<file path="src/rtl/cpu_core_mc.sv">
// Multi-cycle CPU core: NREGS x DW register file, FETCH/DECODE/EXEC/MEM/WB FSM.
// Define CPU_MUL_EN to make opcode D a single-cycle MUL; otherwise it is a NOP.
module cpu_core_mc #(
  parameter int DW    = 8,
  parameter int AW    = 8,
  parameter int NREGS = 4
) (
  input  logic          clk,
  input  logic          reset_n,
  output logic          imem_req,
  output logic [AW-1:0] imem_addr,
  input  logic          imem_ack,
  input  logic [15:0]   imem_rdata,
  output logic          dmem_req,
  output logic          dmem_we,
  output logic [AW-1:0] dmem_addr,
  output logic [DW-1:0] dmem_wdata,
  input  logic [DW-1:0] dmem_rdata,
  input  logic          dmem_ack,
  output logic [DW-1:0] result,
  output logic          zero,
  output logic          carry,
  output logic          negative,
  output logic          halted,
  output logic [AW-1:0] pc
);
  localparam int RW = $clog2(NREGS);

  typedef enum logic [2:0] {
    S_FETCH, S_DECODE, S_EXEC, S_MEM, S_WB, S_HALT
  } state_t;

  state_t        state_q, state_d;
  logic [AW-1:0] pc_q, pc_d;
  logic [15:0]   ir_q, ir_d;
  logic [DW-1:0] a_q, a_d, b_q, b_d, s_q, s_d;
  logic [DW-1:0] wb_q, wb_d, res_q, res_d;
  logic          z_q, z_d, c_q, c_d, n_q, n_d;
  logic [DW-1:0] regs_q [NREGS];
  logic [DW-1:0] regs_d [NREGS];

  logic [3:0]       op;
  logic [RW-1:0]    rd_i, rs_i, rt_i;
  logic [DW+AW+7:0] imm_ext;
  logic [DW+AW-1:0] addr_ext;
  logic             mul_en;
  logic             is_alu, is_ldi, is_mem, is_bz, is_jmp, is_halt;
  logic [DW-1:0]    alu_res;
  logic             alu_c;
  logic [DW:0]      sum, diff;
  logic [2*DW-1:0]  prod;
  logic             unused;

`ifdef CPU_MUL_EN
  assign mul_en = 1'b1;
`else
  assign mul_en = 1'b0;
`endif

  assign op       = ir_q[15:12];
  assign rd_i     = ir_q[8 +: RW];
  assign rs_i     = ir_q[4 +: RW];
  assign rt_i     = ir_q[0 +: RW];
  assign imm_ext  = {{(DW+AW){1'b0}}, ir_q[7:0]};
  assign addr_ext = {{AW{1'b0}}, a_q};
  assign unused   = ^{ir_q, imm_ext, addr_ext};

  assign is_alu  = (op >= 4'h1 && op <= 4'h7) || (op == 4'hD && mul_en);
  assign is_ldi  = op == 4'h8;
  assign is_mem  = op == 4'h9 || op == 4'hA;
  assign is_bz   = op == 4'hB;
  assign is_jmp  = op == 4'hC;
  assign is_halt = op == 4'hF;

  always_comb begin
    sum     = {1'b0, a_q} + {1'b0, b_q};
    diff    = {1'b0, a_q} - {1'b0, b_q};
    prod    = {{DW{1'b0}}, a_q} * {{DW{1'b0}}, b_q};
    alu_res = '0;
    alu_c   = 1'b0;
    case (op)
      4'h1: {alu_c, alu_res} = sum;
      4'h2: {alu_c, alu_res} = diff;
      4'h3: alu_res = a_q & b_q;
      4'h4: alu_res = a_q | b_q;
      4'h5: alu_res = a_q ^ b_q;
      4'h6: {alu_c, alu_res} = {a_q, 1'b0};
      4'h7: {alu_res, alu_c} = {1'b0, a_q};
      4'hD: begin
        alu_res = prod[DW-1:0];
        alu_c   = |prod[2*DW-1:DW];
      end
      default: ;
    endcase
  end

  always_comb begin
    state_d = state_q;
    pc_d    = pc_q;
    ir_d    = ir_q;
    a_d     = a_q;
    b_d     = b_q;
    s_d     = s_q;
    wb_d    = wb_q;
    res_d   = res_q;
    z_d     = z_q;
    c_d     = c_q;
    n_d     = n_q;
    regs_d  = regs_q;
    case (state_q)
      S_FETCH: begin
        if (imem_ack) begin
          ir_d    = imem_rdata;
          pc_d    = pc_q + AW'(1);
          state_d = S_DECODE;
        end
      end
      S_DECODE: begin
        a_d     = regs_q[rs_i];
        b_d     = regs_q[rt_i];
        s_d     = regs_q[rd_i];
        state_d = S_EXEC;
      end
      S_EXEC: begin
        unique case (1'b1)
          is_alu: begin
            wb_d    = alu_res;
            z_d     = alu_res == '0;
            c_d     = alu_c;
            n_d     = alu_res[DW-1];
            state_d = S_WB;
          end
          is_ldi: begin
            wb_d    = imm_ext[DW-1:0];
            state_d = S_WB;
          end
          is_mem: state_d = S_MEM;
          is_bz: begin
            if (z_q) pc_d = imm_ext[AW-1:0];
            state_d = S_FETCH;
          end
          is_jmp: begin
            pc_d    = imm_ext[AW-1:0];
            state_d = S_FETCH;
          end
          is_halt: state_d = S_HALT;
          default: state_d = S_FETCH;
        endcase
      end
      S_MEM: begin
        if (dmem_ack) begin
          if (op == 4'h9) begin
            wb_d    = dmem_rdata;
            state_d = S_WB;
          end else begin
            state_d = S_FETCH;
          end
        end
      end
      S_WB: begin
        regs_d[rd_i] = wb_q;
        res_d        = wb_q;
        state_d      = S_FETCH;
      end
      S_HALT:  state_d = S_HALT;
      default: state_d = S_FETCH;
    endcase
  end

  always_ff @(posedge clk or negedge reset_n) begin
    if (!reset_n) begin
      state_q <= S_FETCH;
      pc_q    <= '0;
      ir_q    <= '0;
      a_q     <= '0;
      b_q     <= '0;
      s_q     <= '0;
      wb_q    <= '0;
      res_q   <= '0;
      z_q     <= 1'b0;
      c_q     <= 1'b0;
      n_q     <= 1'b0;
      for (int i = 0; i < NREGS; i++) regs_q[i] <= '0;
    end else begin
      state_q <= state_d;
      pc_q    <= pc_d;
      ir_q    <= ir_d;
      a_q     <= a_d;
      b_q     <= b_d;
      s_q     <= s_d;
      wb_q    <= wb_d;
      res_q   <= res_d;
      z_q     <= z_d;
      c_q     <= c_d;
      n_q     <= n_d;
      regs_q  <= regs_d;
    end
  end

  // state resets to FETCH, so gate the fetch request while reset is held
  assign imem_req   = reset_n & (state_q == S_FETCH);
  assign imem_addr  = pc_q;
  assign dmem_req   = state_q == S_MEM;
  assign dmem_we    = dmem_req & (op == 4'hA);
  assign dmem_addr  = addr_ext[AW-1:0];
  assign dmem_wdata = s_q;
  assign result     = res_q;
  assign zero       = z_q;
  assign carry      = c_q;
  assign negative   = n_q;
  assign halted     = state_q == S_HALT;
  assign pc         = pc_q;
endmodule
</file>
<file path="config.mk">
export PLATFORM = sky130hd
export DESIGN_NAME = cpu_core_mc
export DESIGN_NICKNAME = d
export VERILOG_FILES = /design/src/rtl/cpu_core_mc.sv
export SDC_FILE = /design/constraint.sdc
export NUM_CORES = 1
export LEC_CHECK = 0
export ABC_CLOCK_PERIOD_IN_PS = 5000
export CAP_MARGIN = 20
export CORE_ASPECT_RATIO = 1.5
export CORE_UTILIZATION = 58
export CTS_BUF_LIST = sky130_fd_sc_hd__clkbuf_8 sky130_fd_sc_hd__clkbuf_16
export CTS_CLUSTER_DIAMETER = 200
export DETAILED_ROUTE_END_ITERATION = 6
export GPL_TIMING_DRIVEN = 0
export PLACE_DENSITY = 0.82
export SLEW_MARGIN = 10
export SYNTH_ARGS = -nofsm -noshare
export SYNTH_HDL_FRONTEND = slang
export SYNTH_SLANG_ARGS = --single-unit
</file>
<file path="constraint.sdc">
create_clock -name clk -period 5 [get_ports clk]
set_input_delay 0.5 -clock clk [delete_from_list [all_inputs] [get_ports clk]]
set_output_delay 0.5 -clock clk [all_outputs]
set_load 0.01 [all_outputs]
</file>
==> summary.txt, run 1 <==
status: completed
sequential share of the synthesized area: 0.356
DRT Pass-1 Iters: 5
area of the multi-input gates: 4090 um2
library cells used by synthesis: 60
Die Area: 12600 um2
ratio of final minimum period to clock period: 0.946
root buffer cell: clkbuf_16
Net Count, Synth: 783
final setup vio count: 0
antenna fix cells: 0
vias per cell: 6.29
synthesized area: 7030 um2
R2R setup slack: 270 ps
TritonCTS clock tree: done
Synth Warn #: 0
layout cells sized above 1: 0.173
fill count: 855
CP Data Arrival Time: 4980 ps
mean post-synth cell area: 10.1 um2
synthesized instance count: 693
crit end category: register
total clock sinks: 100
Async SR Flop Fraction: 1.00
Clock Pin Slew Worst Setup and Hold Paths: 70 ps
Tmin final: 4730 ps
antenna violations before repair: 0
startpoint types: register
Core ar.: 11700 um2
CTS H-tree lvls: 3
Routed wire per std cell: 22.0 um
crit path kind: reg -> reg
Reg-to-Reg End: zero$_DFFE_PN0P_
Area Growth Syn to Fin: 17.3%
Core Util, Final: 0.708
Port Buf Inserts: 72
r2r startpoint: dmem_addr[1]$_DFFE_PN0N_
final wirelength: 20500 um
fmax: 211 MHz
dpl cell area: 7970 um2
Worst path slowest cell: dfrtp_1
CP max FO: 10
Worst Path Required: 5250 ps
FF/Latch Area: 2500 um2
Setup Skew: 8.20 ps
Die W: 91.9 um
number of global-route vias before repair: 6042
Yosys top cell area share: 0.356
setup tns final: 0 ps
DR iter-0 viols: 425
cell chain of the critical path: inv_1 > nor2_1 > ha_1 > fa_1 > ha_1 > inv_1 > fa_1 > inv_1 > fa_1 > a221oi_1 > o21ai_0 > or4_1 > o31ai_1
total CTS buffers: 9
first-pass GRT wire length: 32100 um
Final ANT Viol Nets: 0
Overall Power: 4.93 mW
GR Overflow Total: 0
PwrDens: 597 nW/um2
row cnt: 48
Hold-fix buffers, CTS: 0
Final Hold Fails: 0
FF+latch count, synth: 100
die height: 137 um
dpl hpwl: 15900 um
Max Cap Violations: 0
Total GRT Usage: 0.345
gp weighted congestion: 0.977
Net count, final: 867
Worst-Margin Slew: 1020 ps
Synth area leaders: dfrtp_1, mux2_2, mux4_2
leakage: 3.65 nW
total I/O pin count: 75
Final Slew Violations: 0
worst rel slew slack: 0.317
routed vias: 5861
EDFF count, synth: 0
HP Class: in -> async
largest net degree at the start of global routing: 57
predominant post-synthesis flop cell: dfrtp_1
initial core utilization: 0.604
post-route cell area: 8250 um2
Reg2Reg Depth: 13
max incr delay on CP: 680 ps
worst skew pair latency: 350 ps
Longest Clk Path Bufs: 2
post-cts resize count: 0
RSZ-0062 raised after global routing: false
DRC: 0
postcts setup bufs: 0
area leader, netlist: dfrtp_1
peak supply drop: 0.447 mV
report_power, final:
part | internal [mW] | switching, mW
logic | 1.24 | 1.49
registers | 1.14 | 0.394
clock network | 0.345 | 0.320
total | 2.72 | 2.21
layout make-up:
type                    count  share of cell area
plain buffers              43              0.0264
clock buffers               9              0.0273
inverters                  60              0.0273
well taps                 150              0.0228
clock inverters             7             0.00683
repair buffers             73              0.0904
multi-input cells         490               0.496
flip-flops and latches    100               0.303
layer usage:
layer | GRT usage | vias to the layer above | share of wire
li1 | - | 2620 | -
met1 | 0.383 | 2944 | 0.36
met2 | 0.626 | 225 | 0.54
met3 | 0.0394 | 72 | 0.040
met4 | 0.221 | 0 | 0.062
met5 | 0 | - | 0
cells in the mapped netlist, types with 7 or more instances:
cell type  count
dfrtp_1      100
mux2_2        67
nand2_1       61
nor2_1        60
inv_1         56
o21ai_0       46
ha_1          42
a21oi_1       26
mux4_2        24
fa_1          20
clkbuf_1      19
nor3_1        16
nand3_1       11
buf_4         10
buf_2          9
mux2i_1        7
nor2b_1        7
per-stage QoR:
| stage | hold slack (ps) | setup slack [ps] | instances |
|---|---|---|---|
| after floorplan | 204 | 1010 | 693 |
| after global placement | 489 | -568 | 915 |
| after detailed placement | 495 | 361 | 916 |
| after CTS | 176 | 302 | 932 |
| after global routing | 216 | 77.5 | 932 |
| final | 161 | 268 | 932 |
layout by cell type (no fill, tap or decap), types with 5 or more instances in the layout:
master / instances
clkbuf_16: 9
a21o_1: 5
a221oi_1: 6
buf_2: 9
o21ai_0: 46
clkdlybuf4s50_1: 71
nor2b_1: 7
nor2_1: 60
dfrtp_1: 100
o31ai_1: 5
mux2i_1: 7
mux2_2: 67
a21oi_1: 26
ha_1: 42
clkbuf_1: 19
mux4_2: 24
nor3_1: 16
inv_1: 56
nand2b_1: 6
fa_1: 20
nand2_1: 61
a31oi_1: 6
o22ai_1: 5
buf_4: 11
nand3_1: 11
critical path: cells and delay by family (launching register included):
kind / cells / cell delay (ps)
simple gates: 2 / 740
flops: 1 / 680
compound gates: 3 / 870
buf+inv: 3 / 400
fa+ha+maj: 5 / 1940
worst max-delay path by stage:
stage                             start                to  slack, ps
6_report       dmem_addr[1]$_DFFE_PN0N_  zero$_DFFE_PN0P_        270
3_3_place_gp                    reset_n          imem_req       -570
5_1_grt        dmem_addr[1]$_DFFE_PN0N_  zero$_DFFE_PN0P_         80
3_5_place_dp   dmem_addr[1]$_DFFE_PN0N_  zero$_DFFE_PN0P_        360
2_1_floorplan  dmem_addr[1]$_DFFE_PN0N_  zero$_DFFE_PN0P_       1010
4_1_cts        dmem_addr[1]$_DFFE_PN0N_  zero$_DFFE_PN0P_        300
cells by family (layout without fill, tap and decap cells):
kind of cell             Yosys count  in the layout  synth area share
buffers and inverters            103            192            0.0630
multiplexers                      98             98             0.194
XOR/XNOR                           6              6           0.00747
adder cells (fa/ha/maj)           62             62             0.132
AO/OA/AOI/OAI                    137            137             0.125
AND/OR/NAND/NOR                  187            187             0.123
flip-flops                       100            100             0.356
registers in the layout, indices dropped and copies added, names as in the netlist, 8 cells and up:
register    cells
b_q             8
dmem_addr       8
dmem_wdata      8
imem_addr       8
ir_q           14
regs_q         32
result          8
wb_q            8
(Power assumes the default switching activity.)
==> inputs of run 2 (changes only) <==
--- a/config.mk
+++ b/config.mk
@@ -13,7 +13,7 @@
 export CTS_CLUSTER_DIAMETER = 200
 export DETAILED_ROUTE_END_ITERATION = 6
 export GPL_TIMING_DRIVEN = 0
-export PLACE_DENSITY = 0.82
+export PLACE_DENSITY_LB_ADDON = 0.1
 export SLEW_MARGIN = 10
 export SYNTH_ARGS = -nofsm -noshare
 export SYNTH_HDL_FRONTEND = slang
==> run 2 against run 1 <==
  * Clock skew grew 0.73 ps
  * Non-clock buffer count is the same
  * Combinational power shrank 1%
  * Total power shrank 0.40%
  * Maximum frequency grew 1.9%
  * Register-to-register slack gained 90 ps
  * Global-route usage grew 0.54 points
==> summary.txt, run 2 (synthesis results as in run 1) <==
status: completed
crit end category: register
Longest Clk Path Bufs: 2 (unchanged)
Placed Cells incl. Taps: 916 (unchanged)
layout cells sized above 1: 0.171 (-0.00128)
row cnt: 48 (unchanged)
GRT Max-Usage Layer: met2
gp weighted congestion: 0.991 (+1.4%)
most common cell after layout, fill and taps aside: dfrtp_1
Reg with most FFs: regs_q
antenna violations before repair: 0 (unchanged)
most frequent cells in the layout: dfrtp_1, clkdlybuf4s50_1, mux2_2
Max Cap Violations: 0 (unchanged)
post-cts resize count: 0 (unchanged)
routed vias: 5911 (+0.85%)
total clock sinks: 100 (unchanged)
postcts setup bufs: 0 (unchanged)
Final ANT Viol Nets: 0 (unchanged)
TritonCTS clock tree: done
leakage: 3.66 nW (about the same)
number of global-route vias before repair: 6056 (+0.23%)
DR iter-0 viols: 368 (-13%)
Setup Skew: 8.94 ps (+0.734 ps)
final wirelength: 20700 um (+1.1%)
GR Layer Usage met3: 0.0433 (+0.00389)
largest net degree at the start of global routing: 56 (-1.8%)
Worst path slowest cell: dfrtp_1
Setup WS post-layout: 355 ps (+87.3 ps)
total CTS buffers: 9 (unchanged)
final setup vio count: 0 (unchanged)
RSZ-0062 raised after global routing: false
Die W: 91.9 um (unchanged)
cell family with most CP delay: adder cells
PwrDens: 595 nW/um2 (-0.46%)
pre-CTS setup slack: 410 ps (+49.1 ps)
ratio of final minimum period to clock period: 0.929 (-0.0175)
Worst Path Required: 5290 ps (+40 ps)
met1 Usage GRT: 0.397 (+0.0142)
CTS H-tree lvls: 3 (unchanged)
Final Hold Fails: 0 (unchanged)
fmax: 215 MHz (+1.9%)
dpl hpwl: 15400 um (-3.3%)
Final Slew Violations: 0 (unchanged)
Total GRT Usage: 0.351 (+0.00543)
Overall Power: 4.91 mW (-0.40%)
Hold-fix buffers, CTS: 0 (unchanged)
worst skew pair latency: 350 ps (about the same)
CP max FO: 7 (-3)
HP Class: in -> async
Buf/Inv on CP: 5 (+2)
first-pass GRT wire length: 32800 um (+2.2%)
Routed wire per std cell: 22.2 um (+1.1%)
worst rel slew slack: 0.249 (-0.0682)
Clock Pin Slew Worst Setup and Hold Paths: 70 ps (about the same)
crit path kind: reg -> reg
Area Growth Syn to Fin: 17.3% (about the same)
Core ar.: 11700 um2 (unchanged)
total I/O pin count: 75 (unchanged)
max FFs per register: 32 (unchanged)
die height: 137 um (unchanged)
Die Area: 12600 um2 (unchanged)
post-route cell area: 8250 um2 (about the same)
antenna fix cells: 0 (unchanged)
Tmin final: 4650 ps (-87.3 ps)
Net count, final: 867 (unchanged)
DRT Pass-1 Iters: 5 (unchanged)
CP Data Arrival Time: 4940 ps (-40 ps)
Worst-Margin Slew: 1120 ps (+102 ps)
cell chain of the critical path: inv_1 > nor2_1 > fa_1 > inv_1 > fa_1 > inv_1 > fa_1 > inv_1 > fa_1 > inv_1 > ha_1 > xnor2_1 > a21oi_1 > o21ai_0 > mux2_2
Global Route met2 Usage: 0.613 (-0.0124)
Port Buf Inserts: 72 (unchanged)
cell mode on critical path: inv_1
peak supply drop: 0.391 mV (-12%)
vias per cell: 6.34 (+0.85%)
DRC: 0 (unchanged)
root buffer cell: clkbuf_16
top flop regs: regs_q x32, ir_q x14
max incr delay on CP: 530 ps (-150 ps)
startpoint types: register
non-filler instance count after layout: 932 (unchanged)
initial core utilization: 0.604 (unchanged)
GR Overflow Total: 0 (unchanged)
dpl cell area: 7970 um2 (unchanged)
-- run 2: changes by cell type in the layout (fill, tap and decap cells not counted) --
cell        previous run  this run
clkbuf_8               0         1
clkinv_2               1         0
clkinvlp_4             1         2
inv_1                 56        57
inv_6                  4         1
inv_8                  0         1
-- run 2: cell type report --
type | count | area (um2)
inverter | 60 | 225
tap | 150 | 188
clock inverter | 6 | 47.5
buffer | 43 | 218
fill | 858 | 3400
timing repair buffer | 73 | 746
clock buffer | 10 | 239
sequential | 100 | 2500
multi-input combinational | 490 | 4090
-- run 2: worst paths after layout --
check	end	depth (start not counted)	start	slack (ps)
min	imem_addr[6]$_DFFE_PN0P_	1	reset_n	180
max in group asynchronous	dmem_addr[7]$_DFFE_PN0N_	2	reset_n	4140
min in group clk	result[5]$_DFFE_PN0P_	1	result[5]$_DFFE_PN0P_	510
min reg2reg	result[5]$_DFFE_PN0P_	1	result[5]$_DFFE_PN0P_	510
max	negative$_DFFE_PN0P_	15	dmem_addr[5]$_DFFE_PN0N_	350
max reg2reg	negative$_DFFE_PN0P_	15	dmem_addr[5]$_DFFE_PN0N_	350
-- run 2: stage by stage --
stage	TNS [ps]	utilization	hold slack, ps
after global placement	-13700	0.682	490
after floorplan	0	-	204
after CTS	0	0.708	191
after detailed placement	0	0.684	501
final	0	0.708	175
after global routing	0	0.708	219
-- run 2: worst register-to-register path: stages (launching register included) --
cell     delay [ps]
dfrtp_1         530
inv_1           290
nor2_1          110
fa_1            480
inv_1            60
fa_1            500
inv_1            60
fa_1            530
inv_1            50
fa_1            520
inv_1            40
ha_1            290
xnor2_1         420
a21oi_1         120
o21ai_0         310
mux2_2          280
-- run 2: power breakdown --
group	internal [mW]	switching, mW	leakage, nW	total (mW)
registers	1.14	0.408	1.32	1.55
clock network	0.355	0.315	0.138	0.671
logic	1.23	1.46	2.20	2.69
total	2.72	2.18	3.66	4.91
-- run 2: per-layer routing --
layer | vias up | share of wire
met5 | - | 0
met4 | 0 | 0.074
met3 | 89 | 0.059
met2 | 281 | 0.51
met1 | 2928 | 0.36
li1 | 2613 | -
